`src/rtl/ctrl_pkg.sv`:
```
// Shared encodings for the multi-cycle control unit:
// opcodes, ALUOp codes, FSM states, instruction classes, trap causes.
package ctrl_pkg;

  localparam logic [6:0] OP_R   = 7'b0110011;
  localparam logic [6:0] OP_I   = 7'b0010011;
  localparam logic [6:0] OP_BEQ = 7'b1100011;
  localparam logic [6:0] OP_JAL = 7'b1101111;
  localparam logic [6:0] OP_LD  = 7'b0000011;
  localparam logic [6:0] OP_ST  = 7'b0100011;

  localparam logic [1:0] ALU_ADD   = 2'b00;
  localparam logic [1:0] ALU_SUB   = 2'b01;
  localparam logic [1:0] ALU_FUNCT = 2'b10;

  typedef enum logic [2:0] {
    S_FETCH,
    S_DECODE,
    S_EXECUTE,
    S_MEM,
    S_WB,
    S_TRAP
  } state_t;

  typedef enum logic [2:0] {
    C_R,
    C_I,
    C_BEQ,
    C_JAL,
    C_LD,
    C_ST
  } cls_t;

  localparam logic [1:0] CAUSE_NONE    = 2'b00;
  localparam logic [1:0] CAUSE_ILLEGAL = 2'b01;
  localparam logic [1:0] CAUSE_FETCH   = 2'b10;
  localparam logic [1:0] CAUSE_DATA    = 2'b11;

endpackage

```
`src/rtl/opcode_class_decoder.sv`:
```
// Combinational opcode classifier.
// Maps the IR opcode field to an instruction class plus a legal flag.
module opcode_class_decoder
  import ctrl_pkg::*;
#(
  parameter int OPCODE_W = 7
) (
  input  logic [OPCODE_W-1:0] opcode,
  output cls_t                cls,
  output logic                legal
);

  // one-hot match of the supported opcodes
  always_comb begin
    cls   = C_R;
    legal = 1'b1;
    unique case (1'b1)
      (opcode == OPCODE_W'(OP_R)):   cls = C_R;
      (opcode == OPCODE_W'(OP_I)):   cls = C_I;
      (opcode == OPCODE_W'(OP_BEQ)): cls = C_BEQ;
      (opcode == OPCODE_W'(OP_JAL)): cls = C_JAL;
      (opcode == OPCODE_W'(OP_LD)):  cls = C_LD;
      (opcode == OPCODE_W'(OP_ST)):  cls = C_ST;
      default:                       legal = 1'b0;
    endcase
  end

endmodule

```
`src/rtl/multicycle_control_unit.sv`:
```
// Multi-cycle FSM controller for the RISC-V datapath.
// Sequences FETCH/DECODE/EXECUTE/MEM/WB, guards memory waits, traps, counts retires.
module multicycle_control_unit
  import ctrl_pkg::*;
#(
  parameter int OPCODE_W    = 7,
  parameter int ALU_OP_W    = 2,
  parameter int MEM_TIMEOUT = 16,
  parameter int RETIRE_W    = 32
) (
  input  logic                clk,
  input  logic                rst,
  input  logic [OPCODE_W-1:0] opcode,
  input  logic                mem_ready,
  input  logic                stall,
  output logic                mem_read,
  output logic                mem_write,
  output logic                ir_write,
  output logic                pc_write,
  output logic                alu_src,
  output logic [ALU_OP_W-1:0] alu_op,
  output logic                branch,
  output logic                jump,
  output logic                mem_2_reg,
  output logic                reg_write,
  output logic                instr_done,
  output logic                trap,
  output logic [1:0]          trap_cause,
  output logic [RETIRE_W-1:0] retired
);

  localparam int CNT_W = (MEM_TIMEOUT > 2) ? $clog2(MEM_TIMEOUT) : 1;
  localparam logic [CNT_W-1:0] CNT_LAST = CNT_W'(MEM_TIMEOUT - 1);

  state_t state_q, state_d;
  cls_t   cls_q, cls_d;
  cls_t   dec_cls;
  logic   dec_legal;

  logic [CNT_W-1:0]    cnt_q, cnt_d;
  logic [1:0]          cause_q, cause_d;
  logic [RETIRE_W-1:0] retired_q, retired_d;
  logic [1:0]          alu_op_i;
  logic                hold;

  opcode_class_decoder #(
    .OPCODE_W(OPCODE_W)
  ) u_dec (
    .opcode(opcode),
    .cls   (dec_cls),
    .legal (dec_legal)
  );

  assign hold       = stall && (state_q != S_TRAP);
  assign alu_op     = ALU_OP_W'(alu_op_i);
  assign trap_cause = cause_q;
  assign retired    = retired_q;

  // next state, wait counter and decoded control outputs
  always_comb begin
    state_d    = state_q;
    cls_d      = cls_q;
    cnt_d      = cnt_q;
    cause_d    = cause_q;
    mem_read   = 1'b0;
    mem_write  = 1'b0;
    ir_write   = 1'b0;
    pc_write   = 1'b0;
    alu_src    = 1'b0;
    alu_op_i   = ALU_ADD;
    branch     = 1'b0;
    jump       = 1'b0;
    mem_2_reg  = 1'b0;
    reg_write  = 1'b0;
    instr_done = 1'b0;
    trap       = 1'b0;
    unique case (state_q)
      S_FETCH: begin
        mem_read = 1'b1;
        if (mem_ready) begin
          ir_write = 1'b1;
          pc_write = 1'b1;
          state_d  = S_DECODE;
        end else if (cnt_q == CNT_LAST) begin
          state_d = S_TRAP;
          cause_d = CAUSE_FETCH;
        end else begin
          cnt_d = cnt_q + CNT_W'(1);
        end
      end
      S_DECODE: begin
        cls_d = dec_cls;
        if (dec_legal) begin
          state_d = S_EXECUTE;
        end else begin
          state_d = S_TRAP;
          cause_d = CAUSE_ILLEGAL;
        end
      end
      S_EXECUTE: begin
        unique case (cls_q)
          C_R: begin
            alu_op_i = ALU_FUNCT;
            state_d  = S_WB;
          end
          C_I: begin
            alu_src  = 1'b1;
            alu_op_i = ALU_FUNCT;
            state_d  = S_WB;
          end
          C_LD, C_ST: begin
            alu_src = 1'b1;
            state_d = S_MEM;
            cnt_d   = '0;
          end
          C_BEQ: begin
            alu_op_i   = ALU_SUB;
            branch     = 1'b1;
            instr_done = 1'b1;
            state_d    = S_FETCH;
            cnt_d      = '0;
          end
          C_JAL: begin
            jump    = 1'b1;
            state_d = S_WB;
          end
          default: state_d = S_FETCH;
        endcase
      end
      S_MEM: begin
        mem_read  = (cls_q == C_LD);
        mem_write = (cls_q != C_LD);
        if (mem_ready) begin
          if (cls_q == C_LD) begin
            state_d = S_WB;
          end else begin
            instr_done = 1'b1;
            state_d    = S_FETCH;
            cnt_d      = '0;
          end
        end else if (cnt_q == CNT_LAST) begin
          state_d = S_TRAP;
          cause_d = CAUSE_DATA;
        end else begin
          cnt_d = cnt_q + CNT_W'(1);
        end
      end
      S_WB: begin
        reg_write  = 1'b1;
        mem_2_reg  = (cls_q == C_LD);
        instr_done = 1'b1;
        state_d    = S_FETCH;
        cnt_d      = '0;
      end
      S_TRAP: trap = 1'b1;
      default: state_d = S_FETCH;
    endcase
    if (hold || rst) begin
      ir_write   = 1'b0;
      pc_write   = 1'b0;
      branch     = 1'b0;
      jump       = 1'b0;
      reg_write  = 1'b0;
      instr_done = 1'b0;
    end
    if (hold) begin
      state_d = state_q;
      cls_d   = cls_q;
      cnt_d   = cnt_q;
      cause_d = cause_q;
    end
    retired_d = retired_q + RETIRE_W'(instr_done);
  end

  // state, class, counters and trap cause registers
  always_ff @(posedge clk) begin
    if (rst) begin
      state_q   <= S_FETCH;
      cls_q     <= C_R;
      cnt_q     <= '0;
      cause_q   <= CAUSE_NONE;
      retired_q <= '0;
    end else begin
      state_q   <= state_d;
      cls_q     <= cls_d;
      cnt_q     <= cnt_d;
      cause_q   <= cause_d;
      retired_q <= retired_d;
    end
  end

endmodule

```
`config.mk`:
```
export PLATFORM = sky130hd
export DESIGN_NAME = multicycle_control_unit
export DESIGN_NICKNAME = d
export VERILOG_FILES = /design/src/rtl/ctrl_pkg.sv /design/src/rtl/opcode_class_decoder.sv /design/src/rtl/multicycle_control_unit.sv
export SDC_FILE = /design/constraint.sdc
export NUM_CORES = 1
export LEC_CHECK = 0
export ABC_AREA = 1
export ABC_CLOCK_PERIOD_IN_PS = 5240
export CAP_MARGIN = 20
export CORE_MARGIN = 2
export CORE_UTILIZATION = 55
export DETAILED_ROUTE_END_ITERATION = 12
export GPL_ROUTABILITY_DRIVEN = 0
export HOLD_SLACK_MARGIN = 0.03
export PLACE_DENSITY = 0.86
export RECOVER_POWER = 100
export SLEW_MARGIN = 10
export SYNTH_ARGS = -nofsm -noshare
export SYNTH_HDL_FRONTEND = slang
export SYNTH_SLANG_ARGS = --single-unit
```
`constraint.sdc`:
```
create_clock -name clk -period 5.24 [get_ports clk]
set_clock_uncertainty 0.05 [all_clocks]
set_input_delay 0.786 -clock clk [delete_from_list [all_inputs] [get_ports clk]]
set_output_delay 0.786 -clock clk [all_outputs]
set_load 0.01 [all_outputs]
```
# == After elaboration in Yosys (flattened, before gate mapping) ==
# Cells that the tools add are included.
# word_totals
regBits,44
in_bits,11
elab_cells,95
# classes
n_addsub,2
eq_ne,26
n_mux,44
n_bitwise,2
reduce_logical,16
# op_table
operator,n
adder 32 x 1 -> 32 bit,1
one-hot mux 3 bit (5 select lines),2
2-to-1 mux 1 bit,20
2-to-1 mux 4 bit,5
one-hot mux 4 bit (4 select lines),1
2-to-1 mux 3 bit,5
equality test 7 x 6 -> 1 bit (second input constant),2
equality test 7 bit (second input constant),2
equality test 3 x 2 -> 1 bit (second input constant),4
equality test 3 bit (second input constant),4
2-to-1 mux 2 bit,6
inequality test 2 bit (second input constant),6
inequality test 3 bit (second input constant),3
OR reduction 3 bit,3
equality test 7 x 2 -> 1 bit (second input constant),1
equality test 7 x 5 -> 1 bit (second input constant),1
AND reduction 7 bit,1
equality test 3 x 1 -> 1 bit (second input constant),2
zero test 3 bit,2
one-hot mux 2 bit (3 select lines),1
one-hot mux 3 bit (2 select lines),1
OR reduction 6 bit,1
AND reduction 5 bit,1
adder 4 x 1 -> 4 bit (second input constant),1
other kinds (11),14

# == Longest topological paths before layout ==
# logic_depth
word_depth,6
depth_mapped,16
mapped_depth_nobuf,16

# == Hierarchy ==
# A second synthesis with hierarchy kept.
# unflattened
hier_cells,455
area_unflattened_um2,2728.9
# by_module_without_submodules
module,n_inst,cells_per_inst,area_each_um2
multicycle_control_unit,1,431,2606.2
opcode_class_decoder,1,24,122.6

# == Worst setup path after synthesis ==
# No wires, ideal clock.
# synth_path
kind,input-to-reg
startpoint,input rst
endpoint,register retired_q[16] (netlist: retired[16])
t_arrival_ns,2.597
t_required_ns,5.062
path_slack_ns,2.465
stages,13
path_cell_list,clkbuf_1 -> inv_1 -> nand2_1 -> a31oi_1 -> ha_1 -> ha_1 -> nand3_2 -> nor2_4 -> nand2_2 -> nor2_4 -> nand3_2 -> xor2_1 -> nor2_1
# synth_between
elab_chain_len,3
# synth_lines
item,line_no,source
from (decl),multicycle_control_unit.sv:12,"input logic rst,"
logical OR 1 bit,multicycle_control_unit.sv:158,if (hold || rst) begin
2-to-1 mux 1 bit,multicycle_control_unit.sv:158,
net instr_done,multicycle_control_unit.sv:26,"output logic instr_done,"
adder 32 x 1 -> 32 bit,multicycle_control_unit.sv:172,retired_d = retired_q + RETIRE_W'(instr_done);
to (signal assigned),multicycle_control_unit.sv:188,retired_q <= retired_d;
to (decl),multicycle_control_unit.sv:42,"logic [RETIRE_W-1:0] retired_q, retired_d;"
# The timed path passes the listed nets, and every way through them passes these cells.
# A chain may end at the register's enable or synchronous reset.

# == Worst setup path after layout ==
# layout_path
startpoint,input rst
endpoint,register retired_q[10] (netlist: retired[10])
# layout_between
elab_chain_len,3
# layout_lines
item,line_no
logical OR 1 bit,multicycle_control_unit.sv:158
2-to-1 mux 1 bit,multicycle_control_unit.sv:158
adder 32 x 1 -> 32 bit,multicycle_control_unit.sv:172
# Several ways; a longest one is shown, not always the timed one.

==> metrics.md <==
| Metric | Value |
|---|---|
| Top FF cell, synth | `dfxtp_1` |
| Startpoint Class | `primary input` |
| Root buffer cell | `clkbuf_8` |
| Rel. slew slack | `0.7109` |
| Clock buffer depth | `2` |
| Leading area contributor after synthesis | `dfxtp_1` |
| Fin Setup TNS | `0 ns` |
| Min-delay src | `trap_cause[1]` |
| Measured slew at the worst slew-check pin | `0.4304 ns` |
| Worst skew pair latency | `0.31 ns` |
| Final Cycle Share | `0.7452` |
| Final setup fails | `0` |
| Pwr dens | `205.1 nW/um^2` |
| Final core utilization | `0.7195` |
| Post-layout minimum cycle time | `3.905 ns` |
| Worst setup path start | `rst` |
| Largest net degree at the start of global routing | `36` |
| R2r setup slk | `1.97 ns` |
| Register bit total from synthesis | `44` |
| Reg clk slew, reported paths | `0.09 ns` |
| FP Rows | `25` |
| Final ANT Viol Nets | `0` |
| Launching point of the worst reg2reg path | `state_q[1]` |
| Worst-path cell chain | `dlygate4sd3_1 -> buf_4 -> inv_1 -> nand2_1 -> a31oi_1 -> ha_1 -> ha_1 -> nand3_1 -> nor2_1 -> clkinv_1 -> nor3_1 -> xor2_1 -> nor2_1` |
| # hold bufs at CTS | `0` |
| Crit path buffers/inverters | `4` |
| Final-report max-slew violation count | `0` |
| Iter 0 DRT Violations | `289` |
| Commonest cells in the netlist | `nand2_1, nor2_1, inv_1` |
| Ratio of cells with drive above 1 in the final layout | `0.04858` |
| Number of global-route vias before repair | `2660` |
| Max-cap violation count | `0` |
| Drt first pass iters | `5` |
| DIE HEIGHT | `73.79 um` |
| Initial Util | `0.5672` |
| Crit path depth | `13` |
| Crit Path Class | `in -> reg` |
| Clk sinks | `44` |
| Post-synth net total | `448` |
| Initial antenna violation count | `0` |
| Worst reg-to-reg path cell count | `14` |
| Yosys top cell area share | `0.3288` |
| First-pass GRT wire length | `11920 um` |
| Worst VDD drop | `180.8 uV` |
| Most frequent cell after synthesis | `nand2_1` |
| Port bufs | `57` |
| CP endpoint | `retired[10]` |
| Area Growth Syn to Fin | `26.86%` |
| Antenna cell count | `0` |
| Synth Instances | `434` |
| Wirelength per Cell | `13.01 um` |
| Register area share after synthesis | `0.3288` |
| Synth Warn # | `0` |
| Hpwl dp | `5435 um` |
| Total grt overflow | `0` |
| Critical path's slowest cell | `dlygate4sd3_1` |
| Critical Path Fanout Max | `35` |
| Fmax | `256.1 MHz` |
| Delay of the slowest critical-path stage | `0.53 ns` |
| H-tree depth | `2` |
| CP top delay family | `buffers and inverters` |
| EDFF count, synth | `0` |
| Synthesized area per cell | `6.172 um^2` |
| Core ar. | `4723 um^2` |
| RSZ-0062 raised after global routing | `false` |
| CP Capture Type | `flip-flop` |
| Die span in x | `73.79 um` |
| Worst EP arrival | `4.05 ns` |
| Final nets | `507` |
| Final wirelength | `7299 um` |
| DR DRC count | `0` |
| Post-CTS setup buffer count | `0` |
| Vias per inst | `5.554` |
| Outcome | `finished, final reports clean` |
| Post-synth cell types | `30` |
| Full die area | `5445 um^2` |
| Netlist Area Pre-Place | `2679 um^2` |
| Reg-to-Reg End | `retired[10]` |
| Worst EP required | `5.39 ns` |
| Vias post-DR | `3116` |
| Leak | `1.292 nW` |
| Post-cts resize count | `0` |
| Top post-synthesis cells by area | `dfxtp_1, nand2_1, nor2_1, a21oi_1, inv_1` |
| Async SR Flop Fraction | `0` |
| GRT Total Usage | `0.2804` |
| IO Count | `58` |
| Total CTS buffers | `5` |
| CTS tree | `built` |
| Tightest Hold Check Type | `reg -> reg` |
| Final Hold Vio Count | `0` |
## layout make-up
type / count / area, um^2
clock inverters: 1 / 30.03
repair buffers: 58 / 578.1
fillers: 413 / 1325
well taps: 67 / 83.83
multi-input cells: 333 / 1538
flip-flops and latches: 44 / 880.8
inverters: 51 / 191.4
clock buffers: 7 / 96.34
## sequential cells by signal, indices dropped and copies added, names as in the netlist
signal and cells:
state_q 3, cls_q 3, trap_cause 2, retired 32, cnt_q 4
## where the power goes
| group | internal [mW] | switching (mW) |
|---|---|---|
| registers | 0.339 | 0.00563 |
| clock network | 0.168 | 0.120 |
| logic | 0.0250 | 0.0387 |
## layer usage
layer | vias up | track usage | routed length (um)
met1 | 1416 | 0.4061 | 3425
met5 | - | 0 | 0
met4 | 0 | 0.1091 | 137
met3 | 14 | 0.03567 | 503
li1 | 1534 | - | -
met2 | 152 | 0.4216 | 3233
## placed cells by master, fill, tap and decap left out, drive strengths merged, types with 2 or more instances in the layout
| cell type | netlist | layout |
|---|---|---|
| nand3 | 27 | 27 |
| nor2 | 71 | 71 |
| clkdlybuf4s50 | 0 | 9 |
| clkbuf | 4 | 7 |
| inv | 51 | 50 |
| o21a | 2 | 2 |
| nand2 | 127 | 127 |
| dfxtp | 44 | 44 |
| a31oi | 3 | 3 |
| xnor2 | 2 | 2 |
| nor3 | 13 | 13 |
| nand3b | 8 | 8 |
| nand4 | 8 | 8 |
| o21ai | 21 | 21 |
| xor2 | 2 | 2 |
| a21oi | 40 | 40 |
| ha | 3 | 3 |
| dlygate4sd3 | 0 | 48 |
| or2 | 5 | 5 |
## stage by stage
stage	cell area (um^2)	setup WS [ns]	total power [mW]	hold slack, ns	cells
global placement	3314	1.668	0.4149	0.4096	553
detailed placement	3314	1.594	0.4165	0.4050	553
finish	3398	1.335	0.6969	0.4153	561
floorplan	2679	2.465	0.3936	0.4221	434
global route	3398	1.124	0.7196	0.4501	561
CTS	3441	1.672	0.6984	0.4226	561
## worst min-delay path, delay by kind of cell (launching register included)
family	cells	cell delay, ns
DFF	1	0.31
and+or+nand+nor	1	0.06
AOI/OAI and AO/OA	1	0.05
## worst min-delay path by stage
stage                          endpoint  slack (ns)  cells after the start
final                     trap_cause[1]        0.42                      2
after global routing      trap_cause[0]        0.45                      2
after CTS                 trap_cause[1]        0.42                      2
after detailed placement  trap_cause[1]        0.40                      2
after global placement    trap_cause[1]        0.41                      2
after floorplan                cnt_q[3]        0.42                      2
## logic make-up (layout without fill, tap and decap cells)
kind of cell / count (synthesis) / in the layout / synth area share
compound gates: 67 / 67 / 0.1308
xor+xnor: 4 / 4 / 0.01308
fa+ha+maj: 3 / 3 / 0.01401
buf+inv: 57 / 117 / 0.08127
flops: 44 / 44 / 0.3288
simple gates: 259 / 259 / 0.4320
No activity file was read; power rests on OpenSTA's default activity.
